--- config.mk ---
export PLATFORM = sky130hd
export DESIGN_NAME = cpu_phase_sequencer_flat
export DESIGN_NICKNAME = d
export VERILOG_FILES = /design/src/rtl/cpu_phase_sequencer_if.sv /design/src/rtl/cpu_phase_sequencer.sv /design/src/flat_wrapper.sv
export SDC_FILE = /design/constraint.sdc
export NUM_CORES = 1
export LEC_CHECK = 0
export ABC_AREA = 1
export BUFFER_PORTS_ARGS = -buffer_cell sky130_fd_sc_hd__buf_2
export CAP_MARGIN = 40
export CORE_MARGIN = 2
export CORE_UTILIZATION = 30
export DETAILED_ROUTE_END_ITERATION = 10
export SYNTH_ARGS = -nofsm -noshare
export SYNTH_HDL_FRONTEND = slang
export SYNTH_SLANG_ARGS = --single-unit
export TNS_END_PERCENT = 10
--- constraint.sdc ---
create_clock -name clk -period 1.95 [get_ports clk]
set_clock_uncertainty 0.15 [all_clocks]
set_input_delay 0.195 -clock clk [delete_from_list [all_inputs] [get_ports clk]]
set_output_delay 0.195 -clock clk [all_outputs]
set_load 0.05 [all_outputs]
--- src/rtl/cpu_phase_sequencer_if.sv ---
// Control, decoder and shared memory-port signals of the phase sequencer.
// The sequencer takes the master view; the surrounding core/memory takes the slave view.
interface cpu_phase_sequencer_if #(
    parameter int unsigned CNT_W = 16
);
    logic             start;
    logic             stop;
    logic             step_mode;
    logic             is_halt;
    logic             is_mem;
    logic             mem_wr;
    logic             mem_ack;
    logic             mem_req;
    logic             mem_we;
    logic             ir_we;
    logic             commit;
    logic [4:0]       phase;
    logic             running;
    logic             halted;
    logic             fault;
    logic [CNT_W-1:0] instr_count;

    modport master (
        input  start, stop, step_mode, is_halt, is_mem, mem_wr, mem_ack,
        output mem_req, mem_we, ir_we, commit, phase, running, halted, fault, instr_count
    );

    modport slave (
        output start, stop, step_mode, is_halt, is_mem, mem_wr, mem_ack,
        input  mem_req, mem_we, ir_we, commit, phase, running, halted, fault, instr_count
    );
endinterface

--- src/rtl/cpu_phase_sequencer.sv ---
// Multi-cycle IF/ID/EX/MEM/WB sequencer for the 16-bit core; owns the shared memory port,
// the run/stop/step control and a memory-wait watchdog.
module cpu_phase_sequencer #(
    parameter int unsigned CNT_W       = 16,
    parameter int unsigned MEM_TIMEOUT = 255
) (
    input logic                   clk,
    input logic                   rst_n,
    cpu_phase_sequencer_if.master io_seq
);
    localparam int unsigned WaitW = (MEM_TIMEOUT > 0) ? $clog2(MEM_TIMEOUT + 1) : 1;
    localparam bit WdogEn = (MEM_TIMEOUT != 0);
    localparam logic [WaitW-1:0] WaitLast = WdogEn ? WaitW'(MEM_TIMEOUT - 1) : '0;

    typedef enum logic [2:0] {
        StIdle,
        StIf,
        StId,
        StEx,
        StMem,
        StWb,
        StHalt
    } state_e;

    state_e           r_state;
    state_e           w_state_nxt;
    logic             r_stop;
    logic             w_stop_nxt;
    logic [WaitW-1:0] r_wait;
    logic [WaitW-1:0] w_wait_nxt;
    logic             r_fault;
    logic             w_fault_nxt;
    logic [CNT_W-1:0] r_count;
    logic [CNT_W-1:0] w_count_nxt;

    logic             w_mem_phase;
    logic             w_run_state;
    logic             w_timeout;
    logic             w_stop_pend;
    logic             w_mem_req;
    logic             w_mem_we;
    logic             w_ir_we;
    logic             w_commit;
    logic [4:0]       w_phase;
    logic             w_running;
    logic             w_halted;

    assign w_mem_phase = (r_state == StIf) || (r_state == StMem);
    assign w_run_state = (r_state != StIdle) && (r_state != StHalt);
    assign w_timeout   = WdogEn && w_mem_phase && !io_seq.mem_ack && (r_wait == WaitLast);
    // A stop seen during WB itself still ends execution at this boundary.
    assign w_stop_pend = r_stop || io_seq.stop;

    always_ff @(posedge clk or negedge rst_n) begin
        if (!rst_n) begin
            r_state <= StIdle;
            r_stop  <= 1'b0;
            r_wait  <= '0;
            r_fault <= 1'b0;
            r_count <= '0;
        end else begin
            r_state <= w_state_nxt;
            r_stop  <= w_stop_nxt;
            r_wait  <= w_wait_nxt;
            r_fault <= w_fault_nxt;
            r_count <= w_count_nxt;
        end
    end

    always_comb begin
        w_state_nxt = r_state;
        unique case (r_state)
            StIdle: begin
                if (io_seq.start && !io_seq.stop) begin
                    w_state_nxt = StIf;
                end
            end
            StIf: begin
                if (io_seq.mem_ack) begin
                    w_state_nxt = StId;
                end else if (w_timeout) begin
                    w_state_nxt = StHalt;
                end
            end
            StId: w_state_nxt = StEx;
            StEx: begin
                if (io_seq.is_halt) begin
                    w_state_nxt = StHalt;
                end else if (io_seq.is_mem) begin
                    w_state_nxt = StMem;
                end else begin
                    w_state_nxt = StWb;
                end
            end
            StMem: begin
                if (io_seq.mem_ack) begin
                    w_state_nxt = StWb;
                end else if (w_timeout) begin
                    w_state_nxt = StHalt;
                end
            end
            StWb: begin
                if (w_stop_pend || io_seq.step_mode) begin
                    w_state_nxt = StIdle;
                end else begin
                    w_state_nxt = StIf;
                end
            end
            StHalt:  w_state_nxt = StHalt;
            default: w_state_nxt = StIdle;
        endcase
    end

    always_comb begin
        w_stop_nxt  = r_stop;
        w_wait_nxt  = r_wait;
        w_fault_nxt = r_fault;
        w_count_nxt = r_count;

        if (w_state_nxt == StIdle) begin
            w_stop_nxt = 1'b0;
        end else if (w_run_state && io_seq.stop) begin
            w_stop_nxt = 1'b1;
        end

        // Each memory request gets a fresh wait budget.
        if (((w_state_nxt == StIf) && (r_state != StIf)) ||
            ((w_state_nxt == StMem) && (r_state != StMem))) begin
            w_wait_nxt = '0;
        end else if (w_mem_phase && !io_seq.mem_ack) begin
            w_wait_nxt = r_wait + 1'b1;
        end

        if (w_timeout) begin
            w_fault_nxt = 1'b1;
        end

        if (r_state == StWb) begin
            w_count_nxt = r_count + 1'b1;
        end
    end

    always_comb begin
        w_mem_req = 1'b0;
        w_mem_we  = 1'b0;
        w_ir_we   = 1'b0;
        w_commit  = 1'b0;
        w_phase   = 5'b00000;
        w_running = 1'b1;
        w_halted  = 1'b0;
        unique case (r_state)
            StIdle: w_running = 1'b0;
            StIf: begin
                w_phase   = 5'b00001;
                w_mem_req = 1'b1;
                w_ir_we   = io_seq.mem_ack;
            end
            StId: w_phase = 5'b00010;
            StEx: w_phase = 5'b00100;
            StMem: begin
                w_phase   = 5'b01000;
                w_mem_req = 1'b1;
                w_mem_we  = io_seq.mem_wr;
            end
            StWb: begin
                w_phase  = 5'b10000;
                w_commit = 1'b1;
            end
            StHalt: begin
                w_running = 1'b0;
                w_halted  = 1'b1;
            end
            default: w_running = 1'b0;
        endcase
    end

    assign io_seq.mem_req     = w_mem_req;
    assign io_seq.mem_we      = w_mem_we;
    assign io_seq.ir_we       = w_ir_we;
    assign io_seq.commit      = w_commit;
    assign io_seq.phase       = w_phase;
    assign io_seq.running     = w_running;
    assign io_seq.halted      = w_halted;
    assign io_seq.fault       = r_fault;
    assign io_seq.instr_count = r_count;

    a_phase_onehot: assert property (@(posedge clk) disable iff (!rst_n) $onehot0(w_phase));
    a_we_needs_req: assert property (@(posedge clk) disable iff (!rst_n) w_mem_we |-> w_mem_req);
    a_ir_we_in_if:  assert property (@(posedge clk) disable iff (!rst_n)
                                     w_ir_we |-> (r_state == StIf));
endmodule

--- src/flat_wrapper.sv ---
// flat-port wrapper written by rule: the top's interface ports become plain ports
module cpu_phase_sequencer_flat 
#(
    parameter int unsigned CNT_W       = 16,
    parameter int unsigned MEM_TIMEOUT = 255
)
  (clk, rst_n, io_seq_start, io_seq_stop, io_seq_step_mode, io_seq_is_halt, io_seq_is_mem, io_seq_mem_wr, io_seq_mem_ack, io_seq_mem_req, io_seq_mem_we, io_seq_ir_we, io_seq_commit, io_seq_phase, io_seq_running, io_seq_halted, io_seq_fault, io_seq_instr_count);
  cpu_phase_sequencer_if #(.CNT_W(CNT_W)) io_seq_i ();
  input logic clk;
  input logic rst_n;
  input wire logic [$bits(io_seq_i.start)-1:0] io_seq_start;
  input wire logic [$bits(io_seq_i.stop)-1:0] io_seq_stop;
  input wire logic [$bits(io_seq_i.step_mode)-1:0] io_seq_step_mode;
  input wire logic [$bits(io_seq_i.is_halt)-1:0] io_seq_is_halt;
  input wire logic [$bits(io_seq_i.is_mem)-1:0] io_seq_is_mem;
  input wire logic [$bits(io_seq_i.mem_wr)-1:0] io_seq_mem_wr;
  input wire logic [$bits(io_seq_i.mem_ack)-1:0] io_seq_mem_ack;
  output wire logic [$bits(io_seq_i.mem_req)-1:0] io_seq_mem_req;
  output wire logic [$bits(io_seq_i.mem_we)-1:0] io_seq_mem_we;
  output wire logic [$bits(io_seq_i.ir_we)-1:0] io_seq_ir_we;
  output wire logic [$bits(io_seq_i.commit)-1:0] io_seq_commit;
  output wire logic [$bits(io_seq_i.phase)-1:0] io_seq_phase;
  output wire logic [$bits(io_seq_i.running)-1:0] io_seq_running;
  output wire logic [$bits(io_seq_i.halted)-1:0] io_seq_halted;
  output wire logic [$bits(io_seq_i.fault)-1:0] io_seq_fault;
  output wire logic [$bits(io_seq_i.instr_count)-1:0] io_seq_instr_count;
  assign io_seq_i.start = io_seq_start;
  assign io_seq_i.stop = io_seq_stop;
  assign io_seq_i.step_mode = io_seq_step_mode;
  assign io_seq_i.is_halt = io_seq_is_halt;
  assign io_seq_i.is_mem = io_seq_is_mem;
  assign io_seq_i.mem_wr = io_seq_mem_wr;
  assign io_seq_i.mem_ack = io_seq_mem_ack;
  assign io_seq_mem_req = io_seq_i.mem_req;
  assign io_seq_mem_we = io_seq_i.mem_we;
  assign io_seq_ir_we = io_seq_i.ir_we;
  assign io_seq_commit = io_seq_i.commit;
  assign io_seq_phase = io_seq_i.phase;
  assign io_seq_running = io_seq_i.running;
  assign io_seq_halted = io_seq_i.halted;
  assign io_seq_fault = io_seq_i.fault;
  assign io_seq_instr_count = io_seq_i.instr_count;
  cpu_phase_sequencer #(.CNT_W(CNT_W), .MEM_TIMEOUT(MEM_TIMEOUT)) u_core (.clk(clk), .rst_n(rst_n), .io_seq(io_seq_i));
endmodule
* Yosys cells after proc, flatten, opt, wreduce, memory -nomap -nowiden
Index checks and enable logic that the tools add are counted.
Storage, ports and cells: flip-flop bits (word level) 29, word-level logic and storage cells 58, output and inout port bits 28, input bits 9
Operators by class: add/subtract/negate cells 2, eq/ne operators 12, reductions and logical operators 20, multiplexer cells 19
Operators by type and width (number):
- $pmux 5 s5 | 1
- $pmux 3 s7 | 1
- $add 16x1->16 const B | 1
- $mux 8 | 2
- $mux 3 | 5
- $eq 3x3->1 const B | 4
- $mux 1 | 10
- $add 8x1->8 const B | 1
- $eq 8x8->1 const B | 1
- $logic_and 1x1->1 | 7
- $eq 3x1->1 const B | 2
- $eq 3x2->1 const B | 2
- $logic_not 3->1 | 2
- $ne 3x3->1 const B | 2
- $reduce_or 5->1 | 1
- $logic_or 1x1->1 | 4
- $reduce_bool 2->1 | 2
- $ne 3x1->1 const B | 1
- $reduce_bool 3->1 | 1
- $logic_not 1->1 | 2
- $reduce_or 2->1 | 1

* Longest topological paths before layout
depth after elaboration 11, mapped depth 11, gate-level depth less buffers 11

* Least setup slack after synthesis
No wires, ideal clock.
path type register to register, start point register u_core.r_state[2], end point register u_core.r_wait[2], arrival time 1791 ps, path buffers 1, stages on the path, launching flop included 8, period minus slack after synthesis 2061 ps, data required time 1680 ps, slack -111 ps, setup time 120 ps, cells stage by stage dfrtp_1 buf_6 nor2_1 a21oi_1 a21oi_1 nand3_1 nand2_2 nor2_1
Between the ends: cells in the longest elaborated chain, start to end 11, elaborated cells between the ends (all ways) 24, classes of those cells 10 x eq/ne; 6 x mux; 8 x reduce/logical
RTL lines:
- from (decl) | line cpu_phase_sequencer.sv:25 | state_e r_state;
- from (signal assigned) | line cpu_phase_sequencer.sv:56 | r_state <= StIdle;
- from (signal assigned) | line cpu_phase_sequencer.sv:62 | r_state <= w_state_nxt;
- $eq 3x1->1 or $eq 3x3->1 (tied branches) | line cpu_phase_sequencer.sv:48, cpu_phase_sequencer.sv:72
- $logic_or 1x1->1 | line cpu_phase_sequencer.sv:48 | assign w_mem_phase = (r_state == StIf) || (r_state == StMem);
- $logic_and 1x1->1 | line cpu_phase_sequencer.sv:50, cpu_phase_sequencer.sv:130
- $logic_and 1x1->1 | line cpu_phase_sequencer.sv:50 | assign w_timeout = WdogEn && w_mem_phase && !io_seq.mem_ack && (r_wait == WaitLast);
- $mux 3 | line cpu_phase_sequencer.sv:81, cpu_phase_sequencer.sv:98
- $mux 3 (on tied branches) | line cpu_phase_sequencer.sv:96, cpu_phase_sequencer.sv:79
- $pmux 3 s7 | line cpu_phase_sequencer.sv:72 | unique case (r_state)
- $eq 3x1->1 or $eq 3x3->1 (tied branches) | line cpu_phase_sequencer.sv:127, cpu_phase_sequencer.sv:128
- $logic_and 1x1->1 (on tied branches) | line cpu_phase_sequencer.sv:127, cpu_phase_sequencer.sv:128
- $logic_or 1x1->1 | line cpu_phase_sequencer.sv:127 | if (((w_state_nxt == StIf) && (r_state != StIf)) ||
- $mux 8 or $reduce_bool 2->1 (tied branches)
- to (signal assigned) | line cpu_phase_sequencer.sv:64 | r_wait <= w_wait_nxt;
- to (decl) | line cpu_phase_sequencer.sv:29 | logic [WaitW-1:0] r_wait;
Several ways; a longest one is shown, not always the timed one. A chain may end at the register's enable or synchronous reset.

* Worst setup path in the final report
start point register u_core.r_state[2], end point output io_seq_ir_we
Between the ends: cells in the longest elaborated chain, start to end 2
RTL lines:
- $eq 3x1->1 | line cpu_phase_sequencer.sv:151 | unique case (r_state)
- $mux 1 | line cpu_phase_sequencer.sv:151
- to (decl) | line flat_wrapper.sv:20 | output wire logic [$bits(io_seq_i.ir_we)-1:0] io_seq_ir_we;
No other way between the ends.

==> results.cfg <==
[clock_network]
cts_buffers = 5
cts_tree = yes
clock-sinks = 29
cts_max_level = 2
clk_pin_slew_worst_paths_ps = 60
cts_buffer_depth = 2
postCtsSetupRepairBufs = 0
clock_latency_ps = 280
cts-root-buf = clkbuf_8

[layout]
num_antenna_cells = 0
final_cell_mix = 45 x nand2_1, 35 x buf_2, 28 x dfrtp_1
area_delta_synth_final_pct = 23.2
drive_gt1_share_pct = 26.2
final_common_cell = nand2_1
fillers = 562
nNetsFinal = 259
finalCoreUtilization_pct = 37.8

[place]
place_congestion = 0.760
portBuffers = 36
dp_hpwl_um = 2630
dp_slack_ps = 99.8

[floorplan]
dieArea_um2 = 6130
die_w_um = 78.3
coreArea_um2 = 5410
die-height_um = 78.3
fp-row-count = 27
ios = 37
initial_core_util_pct = 30.6

[global_route]
grt_pass1_vias = 1333
grt_max_degree = 30
grt_pass1_wl_um = 6070
antenna_found_initial = 0
grt-ovfl-total = 0
grt.total_usage_pct = 12.6

[setup_path]
crit_fanout = 7
endpoint_kind = primary output
start_kind = flop
required_ps = 1600
path_class = flop to primary output
arrival_ps = 1500

[yosys]
ys_seq_area_share_pct = 43.8
synthSimpleGateAreaFrac_pct = 32.2
syn_avg_cell_area_um2 = 8.08
yosys_warnings = 0
synth_top_family_by_area = simple AND/OR/NAND/NOR gates
syn-cell-area_um2 = 1660
synth_mux_area_share_pct = 0
synth-xor-area-share_pct = 10.0
yosysTopAreaCellShare_pct = 43.8
synth_top_area_cell = dfrtp_1
syn_nets = 217
synth_fa_ha_area_share_pct = 2.27
ys_ff_latch = 29
synth-compound-area-share_pct = 3.78
synth_cell_types = 27
synth_cells = 205
synth.area.top_cells = dfrtp_1 44%, nand2_1 10%, xor2_1 6.9%, inv_1 6.1%, nor2_1 6.1%

[job]
drv_cap = 0

[sta]
max_freq_ghz = 0.542
rsz0062_at_grt = false
worst_slew_pin_slew_ps = 678
tns_ps = 0
slew_headroom_pct = 54.8
hold_violations = 0
worst_slack_ps = 105
setup_viol = 0
maxSlewViolCount = 0
min_period_over_period_pct = 94.6
min_period_ps = 1840

[pwr]
power_density_nw_per_um2 = 1240
ir_drop_mv = 0.906
total_power_mw = 2.53
p_leak_nw = 1.11

[drt]
avgRoutedWirePerCell_um = 10.7
routed-via-count = 1404
drtIter0Drc = 55
drtAntennaViolNets = 0
wl_um = 3430
drc = 0
drt_pre_antenna_iters = 4
viasPerCell = 4.39

[min_path]
hp-class = primary input to flop

[outcome]
outcome = finished, final reports clean
-- metrics by stage --
stage	cell area, µm²	std cells	hold WS, ps
after floorplan	1660	205	-251
after global placement	1910	311	116
after detailed placement	1910	311	124
after CTS	2040	320	41.5
after global routing	2040	320	98.2
final	2040	320	52.5
-- cell families (layout without fill, tap and decap cells) --
kind of cell               count (synthesis)  count (layout)
and+or+nand+nor                          111             111
AOI/OAI and AO/OA                         11              11
DFF                                       29              29
adders and majority gates                  3               3
buffers and inverters                     32              75
xor gates and xnor gates                  19              19
-- state kept, by name, indices dropped and copies added, names as in the netlist --
register	flops
u_core.io_seq.fault	1
u_core.r_stop	1
u_core.r_wait	8
u_core.io_seq.instr_count	16
u_core.r_state	3
-- Yosys cell counts --
library cell  instances
a21o_1                1
a21oi_1               3
a32o_1                1
buf_4                 1
buf_6                 1
dfrtp_1              29
ha_1                  3
inv_1                27
inv_2                 3
nand2_1              45
nand2_2               5
nand2_4               1
nand3_1              13
nand3_4               1
nand4_1               4
nand4_2               1
nor2_1               27
nor2_2                4
nor2_4                3
nor3_1                4
nor4_1                1
o21ai_0               5
o21ai_1               1
or2_2                 1
or2_4                 1
xnor2_1               6
xor2_1               13
-- cell type report --
| cell class | count | area [µm²] | share of cell area [%] |
|---|---|---|---|
| Multi-Input combinational cell | 144 | 802 | 39.3 |
| Inverter | 30 | 113 | 5.52 |
| Clock inverter | 1 | 30.0 | 1.47 |
| Tap cell | 72 | 90.1 | 4.41 |
| Clock buffer | 7 | 86.3 | 4.23 |
| Timing Repair Buffer | 37 | 193 | 9.44 |
| Sequential cell | 29 | 727 | 35.6 |
-- worst paths after layout --
kind | slack, ps | end | depth (start not counted) | start
max in group asynchronous | 830 | u_core.r_state[2] | 2 | rst_n
setup / recovery | 110 | io_seq_ir_we | 6 | u_core.r_state[2]
hold / removal | 50 | u_core.r_stop | 3 | io_seq_stop
setup reg to reg | 190 | u_core.r_wait[6] | 8 | u_core.r_state[2]
hold reg to reg | 330 | u_core.io_seq.fault | 1 | u_core.io_seq.fault
min in group asynchronous | 330 | u_core.io_seq.instr_count[0] | 2 | rst_n
-- layer usage --
layer  track usage, %  wire length [µm]  vias to the layer above
met5                0                 0                        -
met4             6.14                60                        0
met3             3.79               200                        7
met2             19.4              1630                       33
li1                 -                 -                      716
met1             16.2              1540                      648
-- worst max-delay path, cell delays in order, from the launching register on --
cell and delay [ps]:
dfrtp_2 480, inv_2 120, nand3_1 160, inv_1 120
nand2_1 80, inv_1 50, clkbuf_4 210
-- repair_timing --
| item | 4_1_cts | 5_1_grt |
|---|---|---|
| gates resized for setup | 0 | 2 |
| endpoints found under the setup margin | 0 | 10 |
| hold buffers | 1 | 0 |
| hold endpoints to repair | 29 | 0 |
-- where the power goes --
| part | internal (mW) | switching (mW) | leakage (nW) | total (mW) |
|---|---|---|---|---|
| logic | 0.264 | 0.797 | 0.659 | 1.06 |
| registers | 0.693 | 0.127 | 0.393 | 0.820 |
| clock network | 0.416 | 0.228 | 0.0585 | 0.645 |
| total | 1.37 | 1.15 | 1.11 | 2.53 |
(Power assumes the default switching activity.)
